### config.mk
export PLATFORM = sky130hd
export DESIGN_NAME = fwd_scoreboard_flat
export DESIGN_NICKNAME = d
export VERILOG_FILES = /design/src/rtl/fwd_pkg.sv /design/src/rtl/fwd_scoreboard_if.sv /design/src/rtl/fwd_port_match.sv /design/src/rtl/fwd_scoreboard.sv /design/src/flat_wrapper.sv
export SDC_FILE = /design/constraint.sdc
export NUM_CORES = 1
export LEC_CHECK = 0
export ABC_CLOCK_PERIOD_IN_PS = 3200
export BUFFER_PORTS_ARGS = -buffer_cell sky130_fd_sc_hd__buf_2
export CORE_MARGIN = 2
export CORE_UTILIZATION = 55
export CTS_CLUSTER_DIAMETER = 200
export CTS_CLUSTER_SIZE = 10
export DETAILED_ROUTE_END_ITERATION = 6
export PLACE_DENSITY_LB_ADDON = 0.25
export SLEW_MARGIN = 20
export SYNTH_ARGS = -nofsm -noshare
export SYNTH_HDL_FRONTEND = slang
export SYNTH_SLANG_ARGS = --single-unit
### constraint.sdc
create_clock -name clk -period 3.2 [get_ports clk]
set_clock_uncertainty 0.1 [all_clocks]
set_input_delay 0.16 -clock clk [delete_from_list [all_inputs] [get_ports clk]]
set_output_delay 0.16 -clock clk [all_outputs]
set_load 0.01 [all_outputs]
### src/rtl/fwd_pkg.sv
// fwd_scoreboard shared types: in-flight entry, select encoding, select width.
// Optional perf counters in the top are enabled with `define FWD_PERF_CNT_EN.
package fwd_pkg;

  localparam int FWD_AW_MAX  = 8;
  localparam int FWD_LAT_MAX = 4;

  localparam int FWD_SEL_REGFILE = 0;

  typedef struct packed {
    logic                   valid;
    logic [FWD_AW_MAX-1:0]  rd;
    logic [FWD_LAT_MAX-1:0] lat;
  } entry_t;

  function automatic int sel_w(input int depth);
    return $clog2(depth + 1);
  endfunction

endpackage

### src/rtl/fwd_scoreboard_if.sv
// ID-side bundle of the forwarding scoreboard.
// master = decoder / EX mux side, slave = fwd_scoreboard.
interface fwd_scoreboard_if
  import fwd_pkg::*;
#(
  parameter int NUM_RD = 2,
  parameter int REG_AW = 5,
  parameter int DEPTH  = 2,
  parameter int LAT_W  = 2
) ();

  localparam int SEL_W = sel_w(DEPTH);

  logic                     id_valid;
  logic                     id_flush;
  logic                     ext_hold;
  logic [NUM_RD*REG_AW-1:0] id_rs;
  logic [REG_AW-1:0]        id_rd;
  logic                     id_reg_write;
  logic [LAT_W-1:0]         id_lat;
  logic                     id_stall;
  logic [NUM_RD*SEL_W-1:0]  ex_fwd_sel;

  modport master (
    output id_valid, id_flush, ext_hold,
    output id_rs, id_rd, id_reg_write, id_lat,
    input  id_stall, ex_fwd_sel
  );

  modport slave (
    input  id_valid, id_flush, ext_hold,
    input  id_rs, id_rd, id_reg_write, id_lat,
    output id_stall, ex_fwd_sel
  );

endinterface

### src/rtl/fwd_port_match.sv
// Youngest-producer search for one read port over the in-flight entries.
// Returns hit, whether that producer is forwardable, and its stage select.
module fwd_port_match
  import fwd_pkg::*;
#(
  parameter int DEPTH = 2,
  parameter int SEL_W = 2
) (
  input  entry_t [DEPTH-1:0]    entries,
  input  logic [FWD_AW_MAX-1:0] rs,
  output logic                  hit,
  output logic                  ready,
  output logic [SEL_W-1:0]      sel
);

  // Scan oldest to youngest so the youngest match is the one left standing.
  always_comb begin
    hit   = 1'b0;
    ready = 1'b0;
    sel   = SEL_W'(FWD_SEL_REGFILE);
    for (int i = DEPTH - 1; i >= 0; i--) begin
      if (entries[i].valid && rs != '0 &&
          entries[i].rd == rs) begin
        hit   = 1'b1;
        ready = int'(entries[i].lat) <= i;
        sel   = SEL_W'(i + 1);
      end
    end
  end

endmodule

### src/rtl/fwd_scoreboard.sv
// Forwarding/hazard unit: shift pipe of destination tags, stall, EX selects.
// `define FWD_PERF_CNT_EN adds saturating stall_cnt / fwd_cnt outputs.
module fwd_scoreboard
  import fwd_pkg::*;
#(
  parameter int NUM_RD = 2,
  parameter int REG_AW = 5,
  parameter int DEPTH  = 2,
  parameter int LAT_W  = 2
) (
  input  logic clk,
  input  logic reset,
  fwd_scoreboard_if.slave bus
`ifdef FWD_PERF_CNT_EN
  ,
  output logic [31:0] stall_cnt,
  output logic [31:0] fwd_cnt
`endif
);

  localparam int SEL_W = sel_w(DEPTH);
  localparam int SW    = NUM_RD * SEL_W;

  entry_t [DEPTH-1:0] pipe;
  entry_t             new_e;
  logic [LAT_W-1:0]   lat_c;
  logic [NUM_RD-1:0]  hit;
  logic [NUM_RD-1:0]  rdy;
  logic [SEL_W-1:0]   psel [NUM_RD];
  logic [SW-1:0]      nsel;
  logic               hazard;
  logic               stall;
  logic               issue;

  for (genvar p = 0; p < NUM_RD; p++) begin : g_port
    fwd_port_match #(
      .DEPTH (DEPTH),
      .SEL_W (SEL_W)
    ) u_match (
      .entries (pipe),
      .rs      (FWD_AW_MAX'(bus.id_rs[p*REG_AW +: REG_AW])),
      .hit     (hit[p]),
      .ready   (rdy[p]),
      .sel     (psel[p])
    );
  end

  // Hazard on any port; flush kills the ID instruction so it cannot stall.
  always_comb begin
    hazard = |(hit & ~rdy);
    stall  = bus.id_valid & ~bus.id_flush & hazard;
    issue  = bus.id_valid & ~bus.id_flush & ~stall;
  end

  assign bus.id_stall = stall;

  // Selects the issuing instruction will carry into EX; zero on bubble.
  always_comb begin
    nsel = '0;
    for (int p = 0; p < NUM_RD; p++) begin
      if (issue && hit[p] && rdy[p]) begin
        nsel[p*SEL_W +: SEL_W] = psel[p];
      end
    end
  end

  // New EX entry; illegal latencies clamp to the last tracked stage.
  always_comb begin
    lat_c = bus.id_lat;
    if (int'(bus.id_lat) >= DEPTH) begin
      lat_c = LAT_W'(DEPTH - 1);
    end
    new_e = '0;
    if (issue && bus.id_reg_write && bus.id_rd != '0) begin
      new_e.valid = 1'b1;
      new_e.rd    = FWD_AW_MAX'(bus.id_rd);
      new_e.lat   = FWD_LAT_MAX'(lat_c);
    end
  end

  // Tag pipe and EX selects advance together unless frozen.
  always_ff @(posedge clk or posedge reset) begin
    if (reset) begin
      pipe           <= '0;
      bus.ex_fwd_sel <= '0;
    end else if (!bus.ext_hold) begin
      for (int i = DEPTH - 1; i > 0; i--) begin
        pipe[i] <= pipe[i-1];
      end
      pipe[0]        <= new_e;
      bus.ex_fwd_sel <= nsel;
    end
  end

`ifdef FWD_PERF_CNT_EN
  // Saturating stall-cycle and forwarded-issue counters.
  always_ff @(posedge clk or posedge reset) begin
    if (reset) begin
      stall_cnt <= '0;
      fwd_cnt   <= '0;
    end else if (!bus.ext_hold) begin
      if (stall && stall_cnt != '1) begin
        stall_cnt <= stall_cnt + 32'd1;
      end
      if (issue && nsel != '0 && fwd_cnt != '1) begin
        fwd_cnt <= fwd_cnt + 32'd1;
      end
    end
  end
`endif

endmodule
### src/flat_wrapper.sv
// flat-port wrapper written by rule: the top's interface ports become plain ports
module fwd_scoreboard_flat import fwd_pkg::*;
#(
  parameter int NUM_RD = 2,
  parameter int REG_AW = 5,
  parameter int DEPTH  = 2,
  parameter int LAT_W  = 2
)
  (clk, reset, bus_id_valid, bus_id_flush, bus_ext_hold, bus_id_rs, bus_id_rd, bus_id_reg_write, bus_id_lat, bus_id_stall, bus_ex_fwd_sel);
  fwd_scoreboard_if #(.NUM_RD(NUM_RD), .REG_AW(REG_AW), .DEPTH(DEPTH), .LAT_W(LAT_W)) bus_i ();
  input  logic clk;
  input  logic reset;
  input wire logic [$bits(bus_i.id_valid)-1:0] bus_id_valid;
  input wire logic [$bits(bus_i.id_flush)-1:0] bus_id_flush;
  input wire logic [$bits(bus_i.ext_hold)-1:0] bus_ext_hold;
  input wire logic [$bits(bus_i.id_rs)-1:0] bus_id_rs;
  input wire logic [$bits(bus_i.id_rd)-1:0] bus_id_rd;
  input wire logic [$bits(bus_i.id_reg_write)-1:0] bus_id_reg_write;
  input wire logic [$bits(bus_i.id_lat)-1:0] bus_id_lat;
  output wire logic [$bits(bus_i.id_stall)-1:0] bus_id_stall;
  output wire logic [$bits(bus_i.ex_fwd_sel)-1:0] bus_ex_fwd_sel;
  assign bus_i.id_valid = bus_id_valid;
  assign bus_i.id_flush = bus_id_flush;
  assign bus_i.ext_hold = bus_ext_hold;
  assign bus_i.id_rs = bus_id_rs;
  assign bus_i.id_rd = bus_id_rd;
  assign bus_i.id_reg_write = bus_id_reg_write;
  assign bus_i.id_lat = bus_id_lat;
  assign bus_id_stall = bus_i.id_stall;
  assign bus_ex_fwd_sel = bus_i.ex_fwd_sel;
  fwd_scoreboard #(.NUM_RD(NUM_RD), .REG_AW(REG_AW), .DEPTH(DEPTH), .LAT_W(LAT_W)) u_core (.clk(clk), .reset(reset), .bus(bus_i));
endmodule
==> impl_table.tex, run 1 <==
\begin{tabular}{lr}
\hline
Metric & Value \\
\hline
\multicolumn{2}{l}{\textbf{Logic synthesis}} \\
\quad Cell taking the most area after synthesis & dfrtp\_1 \\
\quad Sequential cell area fraction in the yosys report & 44.0\% \\
\quad Number of flops mapped to enable cells by yosys & 0 \\
\quad Post-synthesis cell area & between 1000 and 1500 um\^{}2 \\
\quad Count of distinct cell types in the synthesized netlist & 31 \\
\quad Number of register bits inferred by synthesis & 19 \\
\quad Most common flop cell mapped by yosys & dfrtp\_1 \\
\quad Mean area per synthesized cell & roughly 11 um\^{}2 \\
\quad Synthesized net count & 121 \\
\quad Share of the synthesized area in the top cell type & 44.0\% \\
\quad FFs w/ async S/R, synth & 100\% \\
\quad Instance count of the mapped netlist & 98 \\
\quad Synth warn & 0 \\
\quad Top area cells in the synthesized netlist & dfrtp\_1 44\%, xnor2\_1 8.1\%, xor2\_1 8.1\%, mux2\_2 7.3\%, nand2\_1 3.1\% \\
\multicolumn{2}{l}{\textbf{Clock tree}} \\
\quad CTS Hold Buffers Added & 1 \\
\quad Number of buffers added by the clock tree synthesis step & 3 \\
\quad Clk buf depth & 2 \\
\quad Cell at the root of the clock tree & clkbuf\_4 \\
\quad Clock tree from TritonCTS & yes \\
\quad Setup bufs post-CTS & 0 \\
\quad Clock latency on the worst-skew pair & 280 ps \\
\quad Resize count post-CTS & 0 \\
\quad Clock slew at the register clock pins of the worst setup and hold paths & 100 ps \\
\quad Clock sink total & 19 \\
\quad H-tree Lvls & 1 \\
\multicolumn{2}{l}{\textbf{Route}} \\
\quad Iteration count of the initial detailed-routing pass & 4 \\
\quad Detailed-route via count & approximately 860 \\
\quad Post-detailed-route via-to-cell ratio & approximately 5.6 \\
\quad Post-detailed-routing wire length & about 2300 um \\
\quad Drt first-iter violations & 14 \\
\quad ANT nets after route & 0 \\
\quad Routed wire per std cell & between 10 and 15 um \\
\quad Post-route DRC violation count & 0 \\
\multicolumn{2}{l}{\textbf{Power}} \\
\quad Leakage Power & $\sim$0.00061 uW \\
\quad Peak supply drop & 0.245 mV \\
\quad PwrDens & roughly 340 nW/um\^{}2 \\
\quad Power after layout & $\sim$440 uW \\
\multicolumn{2}{l}{\textbf{STA}} \\
\quad Clock period minus final worst setup slack & 2370 ps \\
\quad Max Fclk & about 420 MHz \\
\quad Setup repair after global routing missed its margin & no \\
\quad Final Hold Viols & 0 \\
\quad Slew headroom & a little over half \\
\quad Crit share post-route & about three quarters \\
\quad Worst-margin pin slew & between 700 and 800 ps \\
\quad Final-report setup violation count & 0 \\
\quad Final TNS setup & 0 ps \\
\quad Max Transition Viols Final & 0 \\
\multicolumn{2}{l}{\textbf{GRT}} \\
\quad Wire length of the first global-routing pass & between 4000 and 5000 um \\
\quad Number of antenna violations at the first check in global routing & 0 \\
\quad Total congestion overflow & 0 \\
\quad Global Route Usage Sum & around 22\% \\
\quad Via count of the first global-routing pass & slightly above 900 \\
\quad Maximum number of pins on one net before global-route repair & 21 \\
\multicolumn{2}{l}{\textbf{Floorplanning}} \\
\quad Area of the die & 2340 um\^{}2 \\
\quad Die Width & 48.3 um \\
\quad Area inside the core boundary & roughly 1900 um\^{}2 \\
\quad I/O pin count & 28 \\
\quad Die Span Y & about 48 um \\
\quad Placement row count & 16 \\
\quad Initial core utilization & between 50\% and 60\% \\
\multicolumn{2}{l}{\textbf{Place}} \\
\quad Weighted congestion at the end of routability-driven global placement & $\sim$0.90 \\
\quad Number of port buffers & 27 \\
\quad Detail Placement HPWL & 1850 um \\
\multicolumn{2}{l}{\textbf{Layout}} \\
\quad Layout cells sized above 1 & 36.7\% \\
\quad Most frequent cells in the layout & 27 x buf\_2, 19 x dfrtp\_1, 10 x xnor2\_1, 10 x xor2\_1, 9 x nand2\_1 \\
\quad Signed area change from the synthesized netlist to the final layout & 17.6\% \\
\quad Leading cell type in the layout, fill and taps excluded & buf\_2 \\
\quad Ant. Diodes & 0 \\
\quad Fillers & roughly 160 \\
\quad Number of nets in the finished design & between 150 and 200 \\
\multicolumn{2}{l}{\textbf{Worst hold path}} \\
\quad Min-delay worst type & primary input to register \\
\multicolumn{2}{l}{\textbf{Worst setup path}} \\
\quad Element type at the critical path start & register \\
\quad Arrival time at the worst endpoint & about 2100 ps \\
\quad Critical path class & register to output pin \\
\quad Crit path capture type & output pin \\
\quad Required time of the critical path & 2940 ps \\
\quad Maximum fanout count along the critical path & 5 \\
\multicolumn{2}{l}{\textbf{Run}} \\
\quad Number of max-cap violations & 0 \\
\multicolumn{2}{l}{\textbf{Status}} \\
\quad Run status & finished clean \\
\hline
\end{tabular}
## worst paths after layout
kind	start	to	slack, ps	cells after the start
min in group asynchronous	reset	u_core.pipe[20]$_DFFE_PP0N_	420	3
max reg2reg	u_core.pipe[7]$_DFFE_PP0N_	u_core.pipe[4]$_DFFE_PP0N_	1130	6
min reg2reg	u_core.bus.ex_fwd_sel[1]$_DFFE_PP0N_	u_core.bus.ex_fwd_sel[1]$_DFFE_PP0N_	400	2
min	bus_id_rd[0]	u_core.pipe[4]$_DFFE_PP0N_	30	2
max in group asynchronous	reset	u_core.bus.ex_fwd_sel[1]$_DFFE_PP0N_	2120	3
max	u_core.pipe[7]$_DFFE_PP0N_	bus_id_stall	830	7
## per-stage QoR
stage,hold slack (ps),cells,worst slack (ps),util (%),area [um^2]
floorplan,11.1,98,1300,-,1080
global placement,198,150,1170,64.9,1230
detailed placement,208,150,1140,64.9,1230
CTS,19.1,155,838,66.8,1270
global route,31.5,155,729,66.8,1270
finish,29.7,155,834,66.8,1270
## sequential cells by signal, indices dropped and copies added, names as in the netlist
signal	flops
u_core.pipe	15
u_core.bus.ex_fwd_sel	4
## layout make-up
cell class / instances / area [um^2] / area share, %
inverter: 1 / 3.75 / 0.295
multi-input combinational: 76 / 587 / 46.2
tap: 27 / 33.8 / 2.66
clock buffer: 4 / 26.3 / 2.07
timing repair buffer: 28 / 145 / 11.4
sequential: 19 / 475 / 37.4
## per-layer routing
layer	part of all wire [%]	vias to the layer above	wire length [um]	global-route usage, %
met3	4.3	2	100	4.01
met4	0.60	0	14	5.71
met2	51	26	1190	39.1
met5	0	-	0	0
li1	-	416	-	-
met1	44	419	1010	29.1
## power breakdown
| part | internal, uW | total (uW) | leakage [uW] | switching (uW) |
|---|---|---|---|---|
| logic | 32.4 | 64.6 | 0.000330 | 32.2 |
| clock network | 48.3 | 115 | 0.0000150 | 66.9 |
| registers | 247 | 257 | 0.000262 | 9.29 |
## worst max-delay path, cell delays in order (launching register included)
cell and delay, ps:
dfrtp_1 460, xnor2_1 210, nand4_1 120, or4_4 460
nand2_1 130, a21bo_1 210, a21oi_1 90, buf_2 150
## synthesized netlist by cell type, types with 2 or more instances
cell type  count
o21ai_0        5
nand3_1        3
nor4_1         3
o31ai_1        2
nand2_1        9
mux2_2         7
or4_1          2
xor2_1        10
nand4_1        3
dfrtp_1       19
xnor2_1       10
nor2_1         4
a32o_1         3
## logic make-up (layout without fill, tap and decap cells)
group,Yosys count,after routing,synth area share (%)
buffers and inverters,3,33,1.74
XOR/XNOR,20,20,16.2
flip-flops,19,19,44.0
multiplexers,7,7,7.29
AO/OA/AOI/OAI,16,16,13.2
AND/OR/NAND/NOR,33,33,17.6
No activity file was read; power rests on OpenSTA's default activity.
==> run 2: changes to the inputs <==
--- a/config.mk
+++ b/config.mk
@@ -5,10 +5,12 @@
 export SDC_FILE = /design/constraint.sdc
 export NUM_CORES = 1
 export LEC_CHECK = 0
-export ABC_CLOCK_PERIOD_IN_PS = 3200
+export ABC_AREA = 1
+export ABC_CLOCK_PERIOD_IN_PS = 2100
 export BUFFER_PORTS_ARGS = -buffer_cell sky130_fd_sc_hd__buf_2
+export CORE_ASPECT_RATIO = 0.5
 export CORE_MARGIN = 2
-export CORE_UTILIZATION = 55
+export CORE_UTILIZATION = 49
 export CTS_CLUSTER_DIAMETER = 200
 export CTS_CLUSTER_SIZE = 10
 export DETAILED_ROUTE_END_ITERATION = 6
==> constraint.sdc (replaced) <==
create_clock -name clk -period 2.1 [get_ports clk]
set_clock_uncertainty 0.1 [all_clocks]
set_input_delay 0.105 -clock clk [delete_from_list [all_inputs] [get_ports clk]]
set_output_delay 0.105 -clock clk [all_outputs]
set_load 0.01 [all_outputs]
==> run 2 against run 1 <==
  * First-iteration DRC count grew to 8.3 times the previous value
  * Synthesized area is 30% higher
  * Core utilization shrank 3.6 points
  * Hold slack worse by 20 ps
  * Critical path depth is 2 higher
  * Sequential power rose by 52%
  * Final cell count increased by 79%
  * Critical path type unchanged
  * Largest power group unchanged
  * Highest routed layer is now met3
==> impl_table.tex, run 2 <==
\begin{tabular}{lr}
\hline
Metric & Value \\
\hline
\multicolumn{2}{l}{\textbf{STA}} \\
\quad Clock period minus final worst setup slack & approximately 2000 ps \\
\quad Setup repair after global routing missed its margin & no \\
\quad Final Hold Viols & 0 \\
\quad Max Transition Viols Final & 0 \\
\quad Final TNS setup & 0 ps \\
\quad Crit share post-route & a little over nine tenths \\
\quad Max Fclk & 502 MHz \\
\quad Worst-margin pin slew & around 760 ps \\
\quad Slew headroom & 49.1\% \\
\quad Final-report setup violation count & 0 \\
\multicolumn{2}{l}{\textbf{Layout}} \\
\quad Signed area change from the synthesized netlist to the final layout & 19.6\% \\
\quad Most frequent cells in the layout & 75 x nand2\_1, 27 x buf\_2, 18 x dfrtp\_1, 16 x inv\_1, 15 x nor2\_1 \\
\quad Largest register FFs & 15 \\
\quad Number of nets in the finished design & about 260 \\
\quad Ant. Diodes & 0 \\
\quad Registers with the most flip-flops & u\_core.pipe x15, u\_core.bus.ex\_fwd\_sel x4 \\
\quad Layout cells sized above 1 & approximately a third \\
\quad Register containing the most flip-flops in the final layout & u\_core.pipe \\
\quad Leading cell type in the layout, fill and taps excluded & nand2\_1 \\
\quad Fillers & 242 \\
\multicolumn{2}{l}{\textbf{Worst setup path}} \\
\quad Arrival time at the worst endpoint & around 1800 ps \\
\quad Required time of the critical path & between 1500 and 2000 ps \\
\quad Slowest cell on the critical path & dfrtp\_1 \\
\quad Critical path class & register to output pin \\
\quad Largest stage delay on the critical path & 440 ps \\
\quad Crit path capture type & output pin \\
\quad Top Family by Delay on Critical Path & simple AND/OR/NAND/NOR gates \\
\quad Maximum fanout count along the critical path & 4 \\
\quad Element type at the critical path start & register \\
\quad Setup slack on the worst flop-to-flop path & between 300 and 400 ps \\
\quad Buffer and inverter count on the worst path & 2 \\
\quad Cell Chain, Critical Path & inv\_2 -> a21oi\_1 -> nand2\_1 -> nor2\_2 -> nand2\_2 -> nand2\_2 -> nand3\_2 -> a21oi\_1 -> buf\_2 \\
\multicolumn{2}{l}{\textbf{Floorplanning}} \\
\quad Area of the die & between 3000 and 4000 um\^{}2 \\
\quad Die Width & approximately 80 um \\
\quad Initial core utilization & approximately 53\% \\
\quad Placement row count & 13 \\
\quad Area inside the core boundary & between 2000 and 3000 um\^{}2 \\
\quad Die Span Y & between 40 and 50 um \\
\quad I/O pin count & 28 \\
\multicolumn{2}{l}{\textbf{GRT}} \\
\quad Via count of the first global-routing pass & between 1000 and 1500 \\
\quad Global Route Usage Sum & 23.1\% \\
\quad Total congestion overflow & 0 \\
\quad Maximum number of pins on one net before global-route repair & 22 \\
\quad Number of antenna violations at the first check in global routing & 0 \\
\quad Wire length of the first global-routing pass & approximately 6000 um \\
\multicolumn{2}{l}{\textbf{Route}} \\
\quad Post-detailed-route via-to-cell ratio & $\sim$5.0 \\
\quad ANT nets after route & 0 \\
\quad Detailed-route via count & around 1400 \\
\quad Drt first-iter violations & between 100 and 150 \\
\quad Post-route DRC violation count & 0 \\
\quad Iteration count of the initial detailed-routing pass & 4 \\
\quad Post-detailed-routing wire length & $\sim$3500 um \\
\quad Routed wire per std cell & between 10 and 15 um \\
\multicolumn{2}{l}{\textbf{Logic synthesis}} \\
\quad Number of flops mapped to enable cells by yosys & 0 \\
\quad Synth warn & 0 \\
\quad Proportion of synthesized area in mux cells & 0\% \\
\quad FFs w/ async S/R, synth & 100\% \\
\quad Simple-gate share of the synthesized area & 49.2\% \\
\quad Adder-cell share of the synthesized area & 0\% \\
\quad Main combinational cell family by area after synthesis & simple AND/OR/NAND/NOR gates \\
\quad Most common flop cell mapped by yosys & dfrtp\_1 \\
\quad Share of the synthesized area in the top cell type & 33.7\% \\
\quad Post-synthesis cell area & 1410 um\^{}2 \\
\quad Count of distinct cell types in the synthesized netlist & 25 \\
\quad Post-synthesis compound-gate area fraction & between 6 and 7\% \\
\quad Number of register bits inferred by synthesis & 19 \\
\quad Top area cells in the synthesized netlist & dfrtp\_1 34\%, nand2\_1 20\%, inv\_1 4.3\%, nor2\_1 4.3\%, nand2\_2 4.0\% \\
\quad Mean area per synthesized cell & 6.81 um\^{}2 \\
\quad Sequential cell area fraction in the yosys report & approximately a third \\
\quad Cell taking the most area after synthesis & dfrtp\_1 \\
\quad Synthesized net count & 230 \\
\quad Share of the synthesized netlist area taken by xor and xnor gates & approximately 1.9\% \\
\quad Most common library cells after synthesis & 75 x nand2\_1, 19 x dfrtp\_1, 16 x inv\_1, 16 x nor2\_1, 12 x inv\_2 \\
\quad Cell with the most instances after synthesis & nand2\_1 \\
\quad Instance count of the mapped netlist & just over 200 \\
\multicolumn{2}{l}{\textbf{Power}} \\
\quad Peak supply drop & 0.380 mV \\
\quad PwrDens & approximately 500 nW/um\^{}2 \\
\quad Power after layout & between 800 and 900 uW \\
\quad Leakage Power & 0.000875 uW \\
\multicolumn{2}{l}{\textbf{Place}} \\
\quad Weighted congestion at the end of routability-driven global placement & approximately 0.89 \\
\quad Detail Placement HPWL & about 2700 um \\
\quad Number of port buffers & 27 \\
\multicolumn{2}{l}{\textbf{Worst hold path}} \\
\quad Min-delay worst type & primary input to register \\
\multicolumn{2}{l}{\textbf{Clock tree}} \\
\quad Setup bufs post-CTS & 0 \\
\quad Clock latency on the worst-skew pair & about 270 ps \\
\quad Clk buf depth & 2 \\
\quad Clock sink total & 19 \\
\quad Clock tree from TritonCTS & yes \\
\quad Cell at the root of the clock tree & clkbuf\_8 \\
\quad Clock slew at the register clock pins of the worst setup and hold paths & around 80 ps \\
\quad H-tree Lvls & 1 \\
\quad Number of buffers added by the clock tree synthesis step & 3 \\
\multicolumn{2}{l}{\textbf{Run}} \\
\quad Number of max-cap violations & 0 \\
\multicolumn{2}{l}{\textbf{Status}} \\
\quad Run status & finished clean \\
\hline
\end{tabular}
-- run 2: changes by cell type in the layout (fill, tap and decap cells not counted), sizes merged, moves of 6 or more --
cell / before / now
nand2: 10 / 87
inv: 1 / 28
nor2: 4 / 23
nand3: 3 / 16
xor2: 10 / 1
xnor2: 10 / 2
mux2: 7 / 0
o21ai: 5 / 12
nand4: 3 / 9
-- run 2: worst min-delay path: cells and delay by family --
kind                   cells  cell delay (ps)
AND/OR/NAND/NOR            2              130
buffers and inverters      1              110
-- run 2: area by class of cell --
class | instances | area, um^2 | area share [%]
multi-input cells | 156 | 823 | 48.8
flip-flops and latches | 19 | 477 | 28.3
repair buffers | 32 | 183 | 10.8
inverters | 29 | 109 | 6.45
well taps | 37 | 46.3 | 2.74
clock buffers | 3 | 41.3 | 2.45
clock inverters | 1 | 7.51 | 0.445
-- run 2: metal layers --
layer / vias to the layer above / global-route usage, % / wire length, um
met5: - / 0 / 0
met4: 0 / 1.02 / 0
met3: 0 / 5.87 / 345
met2: 51 / 36.3 / 1520
met1: 630 / 33.8 / 1590
li1: 716 / - / -
-- run 2: where the power goes --
group          leakage [uW]  total (uW)  switching, uW  internal (uW)
Combinational      0.000592         166            103           62.6
Clock             0.0000217         282            148            134
Sequential         0.000260         390           13.2            377
-- run 2: what timing repair did --
item,in CTS,in global routing
resized for setup,0,3
endpoints found under the setup margin,0,1
endpoints found under the hold margin,21,1
hold buffers,3,1
-- run 2: cells by family after synthesis --
logic type | after synthesis
buffers and inverters | 32
DFF | 19
xor gates and xnor gates | 3
and+or+nand+nor | 138
AOI/OAI and AO/OA | 15
-- run 2: path summary, 6_finish.rpt --
check,start,end,depth (start not counted)
hold reg to reg,u_core.bus.ex_fwd_sel[0]$_DFFE_PP0N_,u_core.bus.ex_fwd_sel[0]$_DFFE_PP0N_,2
min in group asynchronous,reset,u_core.pipe[7]$_DFFE_PP0N_,3
hold / removal,bus_id_rd[1],u_core.pipe[5]$_DFFE_PP0N_,3
max in group asynchronous,reset,u_core.pipe[6]$_DFFE_PP0N_,3
setup / recovery,u_core.pipe[7]$_DFFE_PP0N_,bus_id_stall,9
setup reg to reg,u_core.pipe[7]$_DFFE_PP0N_,u_core.pipe[12]$_DFFE_PP0N_,11
-- run 2: per-stage QoR --
stage	cells	hold slack [ps]	util (%)	area, um^2	setup slack [ps]
2_1_floorplan	207	-43.9	-	1410	553
3_3_place_gp	269	170	59.5	1590	376
3_5_place_dp	269	190	59.5	1590	334
4_1_cts	276	3.44	62.4	1670	66.7
5_1_grt	277	19.9	63.2	1690	26.9
6_report	277	9.54	63.2	1690	110
==> run 3: changes to the inputs <==
--- a/config.mk
+++ b/config.mk
@@ -5,12 +5,10 @@
 export SDC_FILE = /design/constraint.sdc
 export NUM_CORES = 1
 export LEC_CHECK = 0
-export ABC_AREA = 1
-export ABC_CLOCK_PERIOD_IN_PS = 2100
+export ABC_CLOCK_PERIOD_IN_PS = 2550
 export BUFFER_PORTS_ARGS = -buffer_cell sky130_fd_sc_hd__buf_2
-export CORE_ASPECT_RATIO = 0.5
 export CORE_MARGIN = 2
-export CORE_UTILIZATION = 49
+export CORE_UTILIZATION = 55
 export CTS_CLUSTER_DIAMETER = 200
 export CTS_CLUSTER_SIZE = 10
 export DETAILED_ROUTE_END_ITERATION = 6
==> constraint.sdc (replaced) <==
create_clock -name clk -period 2.55 [get_ports clk]
set_clock_uncertainty 0.1 [all_clocks]
set_input_delay 0.1275 -clock clk [delete_from_list [all_inputs] [get_ports clk]]
set_output_delay 0.1275 -clock clk [all_outputs]
set_load 0.01 [all_outputs]
==> run 3 against run 2 <==
  * The flow now finishes with violations (hold timing)
  * Register-to-register slack improved by 140 ps
  * Critical endpoint unchanged
  * Flip-flop and latch count unchanged
  * First-iteration DRC count decreased by 93%
  * Combinational power decreased by 49%
  * Die area decreased by 30%
  * Sequential share of layout area increased by 8.6 points
  * Final cell count decreased by 43%
  * Total power decreased by 33%
  * Setup slack improved by 140 ps
  * Final area decreased by 23%
==> impl_table.tex, run 3 (synthesis results as in run 1) <==
\begin{tabular}{lr}
\hline
Metric & Value \\
\hline
\multicolumn{2}{l}{\textbf{Status}} \\
\quad Run status & complete, but fails checks \\
\quad Violated checks & hold timing \\
\multicolumn{2}{l}{\textbf{Layout}} \\
\quad Largest register FFs & 15 \\
\quad Ant. Diodes & 0 \\
\quad Registers with the most flip-flops & u\_core.pipe x15, u\_core.bus.ex\_fwd\_sel x4 \\
\quad Leading cell type in the layout, fill and taps excluded & buf\_2 \\
\quad Post-route cell area & roughly 1300 um\^{}2 \\
\quad Number of standard cells in the layout, taps in and fillers out & roughly 160 \\
\quad Register containing the most flip-flops in the final layout & u\_core.pipe \\
\quad Layout cells sized above 1 & about 36\% \\
\quad Signed area change from the synthesized netlist to the final layout & 19.4\% \\
\quad Most frequent cells in the layout & 27 x buf\_2, 19 x dfrtp\_1, 10 x xnor2\_1, 10 x xor2\_1, 9 x nand2\_1 \\
\quad Number of nets in the finished design & 154 \\
\multicolumn{2}{l}{\textbf{Floorplanning}} \\
\quad Initial core utilization & a little under three fifths \\
\quad Area of the die & 2340 um\^{}2 \\
\quad I/O pin count & 28 \\
\quad Area inside the core boundary & approximately 1900 um\^{}2 \\
\quad Placement row count & 16 \\
\quad Die Width & around 48 um \\
\quad Die Span Y & between 40 and 50 um \\
\multicolumn{2}{l}{\textbf{Route}} \\
\quad Drt first-iter violations & 8 \\
\quad Iteration count of the initial detailed-routing pass & 7 \\
\quad ANT nets after route & 0 \\
\quad Post-detailed-routing wire length & between 2000 and 2500 um \\
\quad Detailed-route via count & about 870 \\
\quad Post-detailed-route via-to-cell ratio & between 5 and 6 \\
\quad Post-route DRC violation count & 0 \\
\quad Routed wire per std cell & 14.5 um \\
\multicolumn{2}{l}{\textbf{STA}} \\
\quad Worst-margin pin slew & between 700 and 800 ps \\
\quad Smallest hold slack & -7.16 ps \\
\quad Final-report setup violation count & 0 \\
\quad Crit share post-route & 90.1\% \\
\quad Final Hold Viols & 2 \\
\quad Setup repair after global routing missed its margin & no \\
\quad Final TNS setup & 0 ps \\
\quad Slew headroom & 52.0\% \\
\quad Max Fclk & 435 MHz \\
\quad Max Transition Viols Final & 0 \\
\quad Clock period minus final worst setup slack & around 2300 ps \\
\multicolumn{2}{l}{\textbf{Clock tree}} \\
\quad Setup bufs post-CTS & 0 \\
\quad Clock sink total & 19 \\
\quad Clk buf depth & 2 \\
\quad Number of buffers added by the clock tree synthesis step & 3 \\
\quad Cell at the root of the clock tree & clkbuf\_4 \\
\quad Resize count post-CTS & 0 \\
\quad Clock latency on the worst-skew pair & around 290 ps \\
\quad Clock slew at the register clock pins of the worst setup and hold paths & roughly 120 ps \\
\quad H-tree Lvls & 1 \\
\quad Clock tree from TritonCTS & yes \\
\multicolumn{2}{l}{\textbf{Worst setup path}} \\
\quad Element type at the critical path start & register \\
\quad Arrival time at the worst endpoint & around 2100 ps \\
\quad Critical path class & register to output pin \\
\quad Buffer and inverter count on the worst path & 1 \\
\quad Top Family by Delay on Critical Path & simple AND/OR/NAND/NOR gates \\
\quad Cell Chain, Critical Path & xor2\_1 -> nor4\_1 -> nand4b\_2 -> a21o\_4 -> a21oi\_1 -> buf\_2 \\
\quad Largest stage delay on the critical path & roughly 450 ps \\
\quad Required time of the critical path & between 2000 and 2500 ps \\
\quad Slowest cell on the critical path & dfrtp\_1 \\
\quad Maximum fanout count along the critical path & 6 \\
\quad Crit path capture type & output pin \\
\multicolumn{2}{l}{\textbf{GRT}} \\
\quad Via count of the first global-routing pass & 873 \\
\quad Total congestion overflow & 0 \\
\quad Global Route Usage Sum & 20.9\% \\
\quad Maximum number of pins on one net before global-route repair & 21 \\
\quad Wire length of the first global-routing pass & between 3000 and 4000 um \\
\quad Number of antenna violations at the first check in global routing & 0 \\
\multicolumn{2}{l}{\textbf{Place}} \\
\quad Dpl cell area & roughly 1200 um\^{}2 \\
\quad Number of port buffers & 27 \\
\quad Weighted congestion at the end of routability-driven global placement & 0.945 \\
\quad Detail Placement HPWL & 1740 um \\
\quad Total instance count after detailed placement & 150 \\
\multicolumn{2}{l}{\textbf{Power}} \\
\quad Peak supply drop & between 0.3 and 0.4 mV \\
\quad PwrDens & $\sim$430 nW/um\^{}2 \\
\quad Leakage Power & slightly above 0.0006 uW \\
\multicolumn{2}{l}{\textbf{Worst hold path}} \\
\quad Min-delay worst type & primary input to register \\
\multicolumn{2}{l}{\textbf{Run}} \\
\quad Number of max-cap violations & 0 \\
\hline
\end{tabular}
[run 3: cell count changes in the layout (fill, tap and decap cells not counted), sizes merged, moves of 8 or more]
cell,delta
inv,-27
nand2,-77
nand3,-13
nor2,-19
xnor2,+8
xor2,+9
[run 3: per-layer routing]
metal  wire length, um  part of all wire (%)  track usage (%)
met5                 0                     0                0
met4                10                  0.44             3.33
met3               129                   5.7             3.70
met2              1050                    46             35.0
met1              1080                    48             29.1
[run 3: final timing paths]
check | slack, ps | endpoint | cells after the start | startpoint
max reg2reg | 480 | u_core.pipe[4]$_DFFE_PP0N_ | 6 | u_core.pipe[5]$_DFFE_PP0N_
min in group asynchronous | 380 | u_core.pipe[18]$_DFFE_PP0N_ | 3 | reset
max in group asynchronous | 1510 | u_core.pipe[1]$_DFFE_PP0N_ | 3 | reset
min | -7 | u_core.pipe[7]$_DFFE_PP0N_ | 2 | bus_id_rd[3]
max | 250 | bus_id_stall | 6 | u_core.pipe[5]$_DFFE_PP0N_
min reg2reg | 390 | u_core.bus.ex_fwd_sel[0]$_DFFE_PP0N_ | 2 | u_core.bus.ex_fwd_sel[0]$_DFFE_PP0N_
[run 3: worst register-to-register path, delay by kind of cell (launching register included)]
family	cells	cell delay (ps)
XOR/XNOR	1	180
AO/OA/AOI/OAI	3	660
AND/OR/NAND/NOR	2	580
flip-flops	1	450
[run 3: through the flow]
| step | total power [uW] | worst slack [ps] | utilization [%] |
|---|---|---|---|
| after floorplan | 373 | 650 | - |
| after global placement | 405 | 539 | 64.9 |
| after detailed placement | 408 | 485 | 64.9 |
| after CTS | 559 | 258 | 67.9 |
| after global routing | 586 | 144 | 67.9 |
| final | 559 | 252 | 67.9 |
[run 3: final cells by class]
cell class,count,area (um^2)
Multi-Input combinational cell,76,587
Tap cell,27,33.8
Clock buffer,4,26.3
Sequential cell,19,475
Timing Repair Buffer,30,165
Inverter,1,3.75
Fill cell,161,611
[run 3: report_power, final]
part           leakage (uW)  total, uW  internal (uW)  switching [uW]
combinational      0.000338       83.9           42.6            41.3
sequential         0.000262        322            311            11.2
clock             0.0000150        153           60.7            92.2
[run 3: repair_timing]
action | CTS | global route
endpoints found under the hold margin | 21 | 0
hold buffers | 3 | 0
endpoints found under the setup margin | 0 | 0
